**config.mk**
```make
export PLATFORM = sky130hd
export DESIGN_NAME = mem_stall_ctrl_flat
export DESIGN_NICKNAME = d
export VERILOG_FILES = /design/src/rtl/mem_map_pkg.sv /design/src/rtl/mem_stall_ctrl_if.sv /design/src/rtl/mmio_regs.sv /design/src/rtl/mem_stall_ctrl.sv /design/src/flat_wrapper.sv
export SDC_FILE = /design/constraint.sdc
export NUM_CORES = 1
export LEC_CHECK = 0
export CAP_MARGIN = 20
export CORE_ASPECT_RATIO = 0.8
export CORE_UTILIZATION = 40
export CTS_CLUSTER_SIZE = 24
export DETAILED_ROUTE_END_ITERATION = 8
export PLACE_DENSITY = 0.73
export SYNTH_ARGS = -nofsm -noshare
export SYNTH_HDL_FRONTEND = slang
export SYNTH_HIERARCHICAL = 1
export SYNTH_SLANG_ARGS = --single-unit
```
**constraint.sdc**
```tcl
create_clock -name clk_100M -period 4.5 [get_ports clk_100M]
set_input_delay 0.9 -clock clk_100M [delete_from_list [all_inputs] [get_ports clk_100M]]
set_output_delay 0.9 -clock clk_100M [all_outputs]
set_load 0.01 [all_outputs]
```
**src/rtl/mem_map_pkg.sv**
```systemverilog
// Purpose: shared memory-map constants, sequencer state type and address decode helpers.
// Latency: n/a (package only).
// Backpressure: n/a.
package mem_map_pkg;

  localparam logic [31:0] IO_BASE_DEF = 32'hFFFF0000;

  // MMIO register offsets relative to the window base
  localparam logic [31:0] IO_LED  = 32'h0000_0000;
  localparam logic [31:0] IO_SW   = 32'h0000_0004;
  localparam logic [31:0] IO_TICK = 32'h0000_0008;

  typedef enum logic [1:0] {
    HALT   = 2'd0,
    ACCESS = 2'd1,
    WAIT   = 2'd2,
    TICK   = 2'd3
  } state_t;

  // Everything at or above the window base is MMIO; below it is block RAM
  function automatic logic is_io(input logic [31:0] addr, input logic [31:0] base);
    return addr >= base;
  endfunction

  // Word offset into the MMIO window; byte-lane bits are dropped like the RAM path does
  function automatic logic [31:0] io_offset(input logic [31:0] addr, input logic [31:0] base);
    logic [31:0] off;
    off = addr - base;
    return {off[31:2], 2'b00};
  endfunction

endpackage

```
**src/rtl/mem_stall_ctrl_if.sv**
```systemverilog
// Purpose: CPU-side memory bus between the multicycle CPU and the memory sequencer.
// Latency: n/a (wires only).
// Backpressure: CPU holds mem_addr/w_data/wr_en until clk_en; clk_en is the only advance.
interface mem_stall_ctrl_if;
  logic [31:0] mem_addr;
  logic [31:0] w_data;
  logic        wr_en;
  logic        clk_en;
  logic [31:0] r_data;

  modport master (output mem_addr, output w_data, output wr_en, input clk_en, input r_data);
  modport slave  (input mem_addr, input w_data, input wr_en, output clk_en, output r_data);
endinterface

```
**src/rtl/mmio_regs.sv**
```systemverilog
// Purpose: LED register, switch synchroniser, free-running step tick counter and MMIO read mux.
// Latency: read mux combinational; led/tick update on the clock after led_we/tick_inc; sw 2 cycles.
// Backpressure: none; strobes are accepted every cycle they are high.
module mmio_regs
  import mem_map_pkg::*;
(
  input  logic        clk_100M,
  input  logic        rst,
  input  logic [15:0] sw,
  input  logic [31:0] rd_off,
  input  logic        led_we,
  input  logic [15:0] led_wdata,
  input  logic        tick_inc,
  output logic [15:0] led,
  output logic [31:0] rd_data
);

  logic [15:0] sw_meta;
  logic [15:0] sw_sync;
  logic [31:0] tick_cnt;

  // Two-flop synchroniser for the asynchronous switch inputs
  always_ff @(posedge clk_100M or negedge rst) begin
    if (!rst) begin
      sw_meta <= '0;
      sw_sync <= '0;
    end else begin
      sw_meta <= sw;
      sw_sync <= sw_meta;
    end
  end

  // LED register, written only by a store to the LED offset
  always_ff @(posedge clk_100M or negedge rst) begin
    if (!rst) begin
      led <= '0;
    end else if (led_we) begin
      led <= led_wdata;
    end
  end

  // Count of completed CPU steps; wraps naturally at 32 bits
  always_ff @(posedge clk_100M or negedge rst) begin
    if (!rst) begin
      tick_cnt <= '0;
    end else if (tick_inc) begin
      tick_cnt <= tick_cnt + 32'd1;
    end
  end

  // Read mux; unmapped offsets return zero
  always_comb begin
    rd_data = '0;
    case (rd_off)
      IO_LED:  rd_data = {16'h0000, led};
      IO_SW:   rd_data = {16'h0000, sw_sync};
      IO_TICK: rd_data = tick_cnt;
      default: rd_data = '0;
    endcase
  end

endmodule

```
**src/rtl/mem_stall_ctrl.sv**
```systemverilog
// Purpose: sequences one memory access per CPU step (RAM or MMIO) and issues the CPU clk_en strobe.
// Latency: one step = RAM_LAT+2 cycles from ACCESS to the clk_en cycle; r_data valid with clk_en.
// Backpressure: CPU stalls between clk_en pulses; run/step gate whether a new step starts.
module mem_stall_ctrl
  import mem_map_pkg::*;
#(
  parameter int          ADDR_W  = 11,
  parameter int          RAM_LAT = 1,
  parameter logic [31:0] IO_BASE = IO_BASE_DEF
) (
  input  logic              clk_100M,
  input  logic              rst,
  input  logic              run,
  input  logic              step,
  mem_stall_ctrl_if.slave   cpu,
  output logic              ram_en,
  output logic              ram_we,
  output logic [ADDR_W-1:0] ram_addr,
  output logic [31:0]       ram_wdata,
  input  logic [31:0]       ram_rdata,
  input  logic [15:0]       sw,
  output logic [15:0]       led,
  output logic              halted,
  output logic              misalign
);

  localparam int              CNT_W  = $clog2(RAM_LAT + 1);
  localparam logic [CNT_W-1:0] LAT_LD = CNT_W'(RAM_LAT);
  localparam logic [CNT_W-1:0] CNT_ONE = CNT_W'(1);

  state_t           state;
  logic [CNT_W-1:0] wait_cnt;
  logic [31:0]      r_data_q;
  logic             clk_en_q;
  logic             addr_io;
  logic [31:0]      io_off;
  logic [31:0]      io_rd_data;
  logic             led_we;
  logic             tick_inc;

  assign addr_io = is_io(cpu.mem_addr, IO_BASE);
  assign io_off  = io_offset(cpu.mem_addr, IO_BASE);

  // Bit 28 splits text (0x004...) from data (0x100...) into the two RAM halves
  assign ram_addr  = {cpu.mem_addr[28], cpu.mem_addr[ADDR_W:2]};
  assign ram_wdata = cpu.w_data;

  // RAM strobes decode the state register with the live address: the CPU only
  // presents the next address in the ACCESS cycle, so these cannot be pre-registered.
  assign ram_en = !addr_io && ((state == ACCESS) || ((state == TICK) && cpu.wr_en));
  assign ram_we = !addr_io && (state == TICK) && cpu.wr_en;

  assign led_we   = (state == TICK) && cpu.wr_en && addr_io && (io_off == IO_LED);
  assign tick_inc = (state == TICK);

  assign cpu.clk_en = clk_en_q;
  assign cpu.r_data = r_data_q;

  mmio_regs u_mmio (
    .clk_100M  (clk_100M),
    .rst       (rst),
    .sw        (sw),
    .rd_off    (io_off),
    .led_we    (led_we),
    .led_wdata (cpu.w_data[15:0]),
    .tick_inc  (tick_inc),
    .led       (led),
    .rd_data   (io_rd_data)
  );

  // Step sequencer: HALT -> ACCESS -> WAIT x RAM_LAT -> TICK, with clk_en/halted registered
  always_ff @(posedge clk_100M or negedge rst) begin
    if (!rst) begin
      state    <= HALT;
      wait_cnt <= '0;
      r_data_q <= '0;
      clk_en_q <= 1'b0;
      halted   <= 1'b1;
      misalign <= 1'b0;
    end else begin
      case (state)
        HALT: begin
          // run takes precedence, but both lead to the same single access
          if (run || step) begin
            state  <= ACCESS;
            halted <= 1'b0;
          end
        end
        ACCESS: begin
          wait_cnt <= LAT_LD;
          if (cpu.mem_addr[1:0] != 2'b00) begin
            misalign <= 1'b1;
          end
          state <= WAIT;
        end
        WAIT: begin
          if (wait_cnt == CNT_ONE) begin
            // Read data is sampled before the store in TICK, so a store to
            // the LED register returns the value it is about to overwrite.
            r_data_q <= addr_io ? io_rd_data : ram_rdata;
            clk_en_q <= 1'b1;
            state    <= TICK;
          end else begin
            wait_cnt <= wait_cnt - CNT_ONE;
          end
        end
        TICK: begin
          clk_en_q <= 1'b0;
          if (run) begin
            state <= ACCESS;
          end else begin
            state  <= HALT;
            halted <= 1'b1;
          end
        end
        default: begin
          state    <= HALT;
          clk_en_q <= 1'b0;
          halted   <= 1'b1;
        end
      endcase
    end
  end

endmodule

```
**src/flat_wrapper.sv**
```systemverilog
// flat-port wrapper written by rule: the top's interface ports become plain ports
module mem_stall_ctrl_flat import mem_map_pkg::*;
#(
  parameter int          ADDR_W  = 11,
  parameter int          RAM_LAT = 1,
  parameter logic [31:0] IO_BASE = IO_BASE_DEF
)
  (clk_100M, rst, run, step, ram_en, ram_we, ram_addr, ram_wdata, ram_rdata, sw, led, halted, misalign, cpu_mem_addr, cpu_w_data, cpu_wr_en, cpu_clk_en, cpu_r_data);
  mem_stall_ctrl_if cpu_i ();
  input  logic clk_100M;
  input  logic rst;
  input  logic run;
  input  logic step;
  output logic ram_en;
  output logic ram_we;
  output logic [ADDR_W-1:0] ram_addr;
  output logic [31:0] ram_wdata;
  input  logic [31:0] ram_rdata;
  input  logic [15:0] sw;
  output logic [15:0] led;
  output logic halted;
  output logic misalign;
  input wire logic [$bits(cpu_i.mem_addr)-1:0] cpu_mem_addr;
  input wire logic [$bits(cpu_i.w_data)-1:0] cpu_w_data;
  input wire logic [$bits(cpu_i.wr_en)-1:0] cpu_wr_en;
  output wire logic [$bits(cpu_i.clk_en)-1:0] cpu_clk_en;
  output wire logic [$bits(cpu_i.r_data)-1:0] cpu_r_data;
  assign cpu_i.mem_addr = cpu_mem_addr;
  assign cpu_i.w_data = cpu_w_data;
  assign cpu_i.wr_en = cpu_wr_en;
  assign cpu_clk_en = cpu_i.clk_en;
  assign cpu_r_data = cpu_i.r_data;
  mem_stall_ctrl #(.ADDR_W(ADDR_W), .RAM_LAT(RAM_LAT), .IO_BASE(IO_BASE)) u_core (.clk_100M(clk_100M), .rst(rst), .run(run), .step(step), .cpu(cpu_i), .ram_en(ram_en), .ram_we(ram_we), .ram_addr(ram_addr), .ram_wdata(ram_wdata), .ram_rdata(ram_rdata), .sw(sw), .led(led), .halted(halted), .misalign(misalign));
endmodule
```
==> results.sh, run 1 <==
export IMPL_clockBufferDepth=2
export IMPL_postCtsHoldBufs=0
export IMPL_critPathRequiredTime_ps=3600
export IMPL_fillers=1204
export IMPL_crit_arrival_ps=2770
export IMPL_p_int_mw=2.78
export IMPL_max_freq_mhz=272
export IMPL_hold_viol=0
export IMPL_cts_sinks=118
export IMPL_start_kind="input pin"
export IMPL_fp_dieArea_mm2=0.0153
export IMPL_setup_viol=0
export IMPL_vdd_ir_drop_max_mv=0.331
export IMPL_area_growth_syn_to_layout_pct=38.7
export IMPL_antenna_found_initial=0
export IMPL_post_cts_setup_buffers=0
export IMPL_yosysUniqueCellTypes=36
export IMPL_io_buffer_count=180
export IMPL_grt_ovfl_total=0
export IMPL_path_clk_slew_ps=50
export IMPL_rsz0062_at_grt="false"
export IMPL_final_cells=937
export IMPL_clkPwrFrac_pct=37.2
export IMPL_vias=4777
export IMPL_worstMarginPinSlew_ps=857
export IMPL_die_h_um=111
export IMPL_slew_headroom_pct=42.9
export IMPL_cts_resized_gates=0
export IMPL_min_period_ps=3670
export IMPL_fin_util_pct=57.2
export IMPL_synth_area_mm2=0.00591
export IMPL_grt_pass1_vias=4698
export IMPL_viasPerCell=5.10
export IMPL_status="completed"
export IMPL_comb_power_share_pct=26.8
export IMPL_fin_skew_ps=9.28
export IMPL_final_cell_mix="clkdlybuf4s50_1 (179), dfrtp_1 (117), nand2_1 (80)"
export IMPL_cts_tree="built"
export IMPL_fin_area_mm2=0.00820
export IMPL_final_common_cell="clkdlybuf4s50_1"
export IMPL_setup_tns_ps=0
export IMPL_synth_seq_cells=118
export IMPL_post_dp_cell_area_mm2=0.00753
export IMPL_grt_pass1_wl_mm=23.4
export IMPL_finalCritPeriodShare_pct=81.6
export IMPL_netlist_instances=602
export IMPL_clock_latency_ps=400
export IMPL_start_util_pct=41.2
export IMPL_grt_max_degree=70
export IMPL_drt_total_wl_mm=14.6
export IMPL_hold_path_class="reg -> reg"
export IMPL_gp_congestion=0.860
export IMPL_max_cap_viol_count=0
export IMPL_die_x_um=138
export IMPL_yosysWarningCount=6
export IMPL_io_pins=213
export IMPL_async_reset_ff_share_pct=100
export IMPL_p_leak_nw=3.44
export IMPL_drc=0
export IMPL_post_drt_wl_per_cell_um=15.6
export IMPL_crit_path_end_kind="output port"
export IMPL_crit_type="in -> out"
export IMPL_synth_avg_cell_area_um2=9.82
export IMPL_swShare_pct=29.0
export IMPL_synth_edf_count=0
export IMPL_seq_area_frac_synth_pct=49.9
export IMPL_drive_above_1_share_pct=9.16
export IMPL_cts_htree_levels=4
export IMPL_track_usage_pct=19.7
export IMPL_clockRootBuffer="clkbuf_16"
export IMPL_power_density_mw_per_mm2=478
export IMPL_first_iter_violations=263
export IMPL_num_rows=39
export IMPL_pre_cts_slack_ps=699
export IMPL_core_region_area_mm2=0.0143
export IMPL_first_pass_iters=5
export IMPL_dp_cells=904
export IMPL_diodes=0
export IMPL_cts_buffers=17
export IMPL_fin_ws_ps=829
export IMPL_synthFlopType="dfrtp_1"
export IMPL_drv_slew=0
export IMPL_final_nets=864
export IMPL_seqPwrFrac_pct=36.0
export IMPL_ant_nets=0
export IMPL_dpl_hpwl_mm=10.5
export IMPL_path_max_fanout=5
export IMPL_switching_power_mw=1.13
[final cells by class]
| class | count | area (um^2) | area share [%] |
|---|---|---|---|
| timing repair buffer | 190 | 1890 | 23.0 |
| clock inverter | 13 | 194 | 2.36 |
| inverter | 6 | 22.5 | 0.275 |
| sequential | 118 | 2950 | 36.0 |
| multi-input combinational | 407 | 2460 | 30.0 |
| clock buffer | 19 | 453 | 5.52 |
| tap | 184 | 230 | 2.81 |
[state kept, by name, summed over array words and instances (netlist names)]
register	count
u_core/misalign	1
u_core/wait_cnt	1
u_core/cpu.clk_en	1
u_core/u_mmio/tick_cnt	32
u_core/state	2
u_core/u_mmio/led	16
u_core/u_mmio/sw_sync	16
u_core/cpu.r_data	32
u_core/u_mmio/sw_meta	16
u_core/halted	1
[critical path, cell delays in order]
cell and delay, ps:
clkdlybuf4s50_1 450, ha_1 290, and4_1 240, and4_1 220, nor2_1 110, clkdlybuf4s50_1 540
[Yosys cell counts, drive strengths merged, types with 3 or more instances]
cell type | number | area, um^2
a21oi | 19 | 95.1
a31oi | 32 | 200
and2 | 17 | 106
and3 | 9 | 56.3
and4 | 8 | 72.6
buf | 59 | 439
clkbuf | 13 | 48.8
dfrtp | 117 | 2930
ha | 7 | 87.6
inv | 6 | 22.5
mux2 | 17 | 191
mux2i | 16 | 160
nand2 | 80 | 300
nand3 | 22 | 110
nand4 | 18 | 128
nor2 | 75 | 282
nor2b | 3 | 18.8
nor3 | 7 | 35.0
nor4 | 13 | 96.3
o21ai | 6 | 30.0
xnor2 | 37 | 324
xor2 | 9 | 78.8
[cells by family after synthesis]
family	Yosys count	synth area share [%]
simple gates	259	21.2
flops	118	49.9
buf+inv	78	8.63
compound gates	60	5.88
xor+xnor	46	6.81
mux	33	5.94
fa+ha+maj	7	1.48
other cells	1	0.0634
[power by group through the flow]
stage | registers (mW) | clock network, mW | logic (mW)
floorplan | 1.46 | 0 | 0.457
CTS | 1.41 | 1.49 | 1.03
global placement | 1.41 | 0 | 1.00
global route | 1.43 | 1.54 | 1.16
finish | 1.41 | 1.46 | 1.05
detailed placement | 1.43 | 0 | 1.03
[metal layers]
layer	global-route usage, %	vias up	part of all wire, %
met3	5.21	6	6.1
met4	4.28	0	0.29
met1	27.4	2307	47
li1	-	2288	-
met2	30.6	176	46
met5	0	-	0
[per-stage QoR]
step	total power, mW	hold slack [ps]
after floorplan	1.92	331
after global placement	2.42	333
after detailed placement	2.46	335
after CTS	3.93	350
after global routing	4.13	356
final	3.92	347
[worst paths after layout]
kind                                               startpoint  slack [ps]                                 end  depth (start not counted)
min in group asynchronous                                 rst         590   u_core/u_mmio/led[12]$_DFFE_PN0P_                          1
setup / recovery                             cpu_mem_addr[16]         830                              ram_we                          6
hold / removal             u_core/u_mmio/sw_meta[6]$_DFF_PN0_         350  u_core/u_mmio/sw_sync[6]$_DFF_PN0_                          0
max in group asynchronous                                 rst        2990    u_core/cpu.r_data[5]$_DFFE_PN0P_                          2
setup reg to reg                  u_core/state[1]$_DFFE_PN0P_        1860    u_core/u_mmio/led[1]$_DFFE_PN0P_                          6
hold reg to reg            u_core/u_mmio/sw_meta[6]$_DFF_PN0_         350  u_core/u_mmio/sw_sync[6]$_DFF_PN0_                          0
Note: power is estimated with default switching activity, not from simulation.
==> run 2: changes to the inputs <==
--- a/config.mk
+++ b/config.mk
@@ -10,7 +10,7 @@
 export CORE_UTILIZATION = 40
 export CTS_CLUSTER_SIZE = 24
 export DETAILED_ROUTE_END_ITERATION = 8
-export PLACE_DENSITY = 0.73
+export PLACE_DENSITY = 0.76
 export SYNTH_ARGS = -nofsm -noshare
 export SYNTH_HDL_FRONTEND = slang
 export SYNTH_HIERARCHICAL = 1
==> constraint.sdc (replaced) <==
create_clock -name clk_100M -period 3.13 [get_ports clk_100M]
set_input_delay 0.626 -clock clk_100M [delete_from_list [all_inputs] [get_ports clk_100M]]
set_output_delay 0.626 -clock clk_100M [all_outputs]
set_load 0.01 [all_outputs]
==> run 2 against run 1 <==
Against the previous run: flip-flop and latch count unchanged; register-to-register slack got worse by 930 ps; global-route usage increased by 0.96 points; hold slack got worse by 48 ps; final cell count increased by 1.3%; worst setup slack got worse by 700 ps; critical path depth increased by 1; combinational power increased by 44%; sequential power increased by 43%; cell area increased by 1.4%; highest routed layer unchanged; first-iteration DRC count increased by 35%; count of clock-buffer cells in the layout increased by 1.
==> results.sh, run 2 (same netlist as run 1, synthesis figures left out) <==
export IMPL_slew_headroom_pct=47.2
export IMPL_clock_latency_ps=410
export IMPL_start_kind="input pin"
export IMPL_max_cap_viol_count=0
export IMPL_hold_viol=0
export IMPL_dpl_hpwl_mm=11.1
export IMPL_final_nets=877
export IMPL_first_iter_violations=356
export IMPL_worstMarginPinSlew_ps=792
export IMPL_min_period_ps=3010
export IMPL_dp_cells=918
export IMPL_path_clk_slew_ps=60
export IMPL_num_rows=39
export IMPL_crit_arrival_ps=2380
export IMPL_drv_slew=0
export IMPL_drt_total_wl_mm=15.4
export IMPL_die_h_um=111
export IMPL_grt_max_degree=64
export IMPL_setup_viol=0
export IMPL_viasPerCell=5.23
export IMPL_crit_top_cell="and4_1"
export IMPL_path_max_fanout=4
export IMPL_fillers=1177
export IMPL_final_common_cell="clkdlybuf4s50_1"
export IMPL_start_util_pct=41.2
export IMPL_max_freq_mhz=333
export IMPL_fp_dieArea_mm2=0.0153
export IMPL_power_density_mw_per_mm2=681
export IMPL_clockRootBuffer="clkbuf_16"
export IMPL_core_region_area_mm2=0.0143
export IMPL_first_pass_iters=5
export IMPL_multi_input_area_mm2=0.00247
export IMPL_antenna_found_initial=0
export IMPL_gp_congestion=0.851
export IMPL_drc=0
export IMPL_die_x_um=138
export IMPL_seq_area_mm2=0.00295
export IMPL_reg2reg_slack_ps=930
export IMPL_vdd_ir_drop_max_mv=0.434
export IMPL_path_buf_inv=3
export IMPL_post_drt_wl_per_cell_um=16.2
export IMPL_final_cells=949
export IMPL_grt_ovfl_total=0
export IMPL_cts_buffers=17
export IMPL_track_usage_pct=20.7
export IMPL_post_cts_setup_buffers=0
export IMPL_crit_path_end_kind="output port"
export IMPL_cts_htree_levels=4
export IMPL_hold_path_class="in -> async"
export IMPL_finalHoldWorstSlack_ps=299
export IMPL_io_buffer_count=180
export IMPL_io_pins=213
export IMPL_crit_type="in -> out"
export IMPL_finalCritPeriodShare_pct=96.0
export IMPL_postCtsHoldBufs=0
export IMPL_clockBufferDepth=2
export IMPL_slowest_delay_ps=530
export IMPL_vias=4966
export IMPL_slowest_stage="clkdlybuf4s50_1"
export IMPL_area_growth_syn_to_layout_pct=40.7
export IMPL_ant_nets=0
export IMPL_fin_skew_ps=8.24
export IMPL_crit_family="buffers and inverters"
export IMPL_final_cell_mix="clkdlybuf4s50_1 (176), dfrtp_1 (117), nand2_1 (80)"
export IMPL_critPathRequiredTime_ps=2500
export IMPL_cts_sinks=118
export IMPL_grt_pass1_vias=4968
export IMPL_rsz0062_at_grt="false"
export IMPL_crit_chain="clkdlybuf4s50_1 -> ha_1 -> buf_4 -> and4_1 -> and4_1 -> nor2_1 -> dlygate4sd2_1"
export IMPL_grt_pass1_wl_mm=24.4
export IMPL_status="completed"
export IMPL_drive_above_1_share_pct=10.7
export IMPL_cts_tree="built"
export IMPL_diodes=0
export IMPL_p_leak_nw=3.51
[run 2: changes by cell type in the layout (fill, tap and decap cells not counted), moves of 2 or more]
| cell | before | now |
|---|---|---|
| buf_4 | 10 | 22 |
| clkdlybuf4s50_1 | 179 | 176 |
| clkinv_4 | 4 | 1 |
| clkinvlp_4 | 1 | 4 |
| dlygate4sd2_1 | 0 | 2 |
| inv_6 | 3 | 1 |
[run 2: report_power, final]
| group | total, mW | switching (mW) | leakage (nW) | internal (mW) |
|---|---|---|---|---|
| logic | 1.51 | 0.721 | 1.76 | 0.788 |
| registers | 2.02 | 0.204 | 1.44 | 1.82 |
| clock network | 2.14 | 0.685 | 0.305 | 1.45 |
[run 2: final timing paths]
| path | start | end | depth (start not counted) |
|---|---|---|---|
| setup / recovery | cpu_mem_addr[16] | ram_we | 7 |
| hold / removal | rst | u_core/u_mmio/led[14]$_DFFE_PN0P_ | 1 |
| setup reg to reg | u_core/state[1]$_DFFE_PN0P_ | u_core/u_mmio/led[6]$_DFFE_PN0P_ | 6 |
| hold reg to reg | u_core/u_mmio/sw_meta[12]$_DFF_PN0_ | u_core/u_mmio/sw_sync[12]$_DFF_PN0_ | 0 |
| max in group asynchronous | rst | u_core/halted$_DFFE_PN1P_ | 2 |
| min in group clk_100M | u_core/u_mmio/sw_meta[12]$_DFF_PN0_ | u_core/u_mmio/sw_sync[12]$_DFF_PN0_ | 0 |
[run 2: final cells by class]
class / count / area share [%]
Clock buffer: 20 / 5.49
Clock inverter: 11 / 2.38
Inverter: 6 / 0.271
Multi-Input combinational cell: 407 / 29.7
Sequential cell: 118 / 35.5
Tap cell: 184 / 2.77
Timing Repair Buffer: 203 / 23.9
[run 2: through the flow]
stage                     total power, mW  worst slack (ps)  setup TNS, ps  cell area, um^2  utilization, %
after floorplan                      2.76               317              0             5920               -
after global placement               3.50              -125          -4220             7650            53.3
after detailed placement             3.56              -282          -8780             7650            53.3
after CTS                            5.71               102              0             8300            57.9
after global routing                 5.96              18.2              0             8320            58.0
final                                5.67               124              0             8320            58.0
[run 2: layer usage]
layer | track usage [%] | wire length [um] | vias to the layer above
li1 | - | - | 2314
met2 | 31.6 | 7070 | 232
met1 | 28.5 | 7020 | 2404
met3 | 5.26 | 1150 | 16
met4 | 6.52 | 175 | 0
met5 | 0 | 0 | -
[run 2: repair_timing]
item,CTS,global route
pin swaps,0,1
endpoints found under the setup margin,2,25
resized for setup,2,5
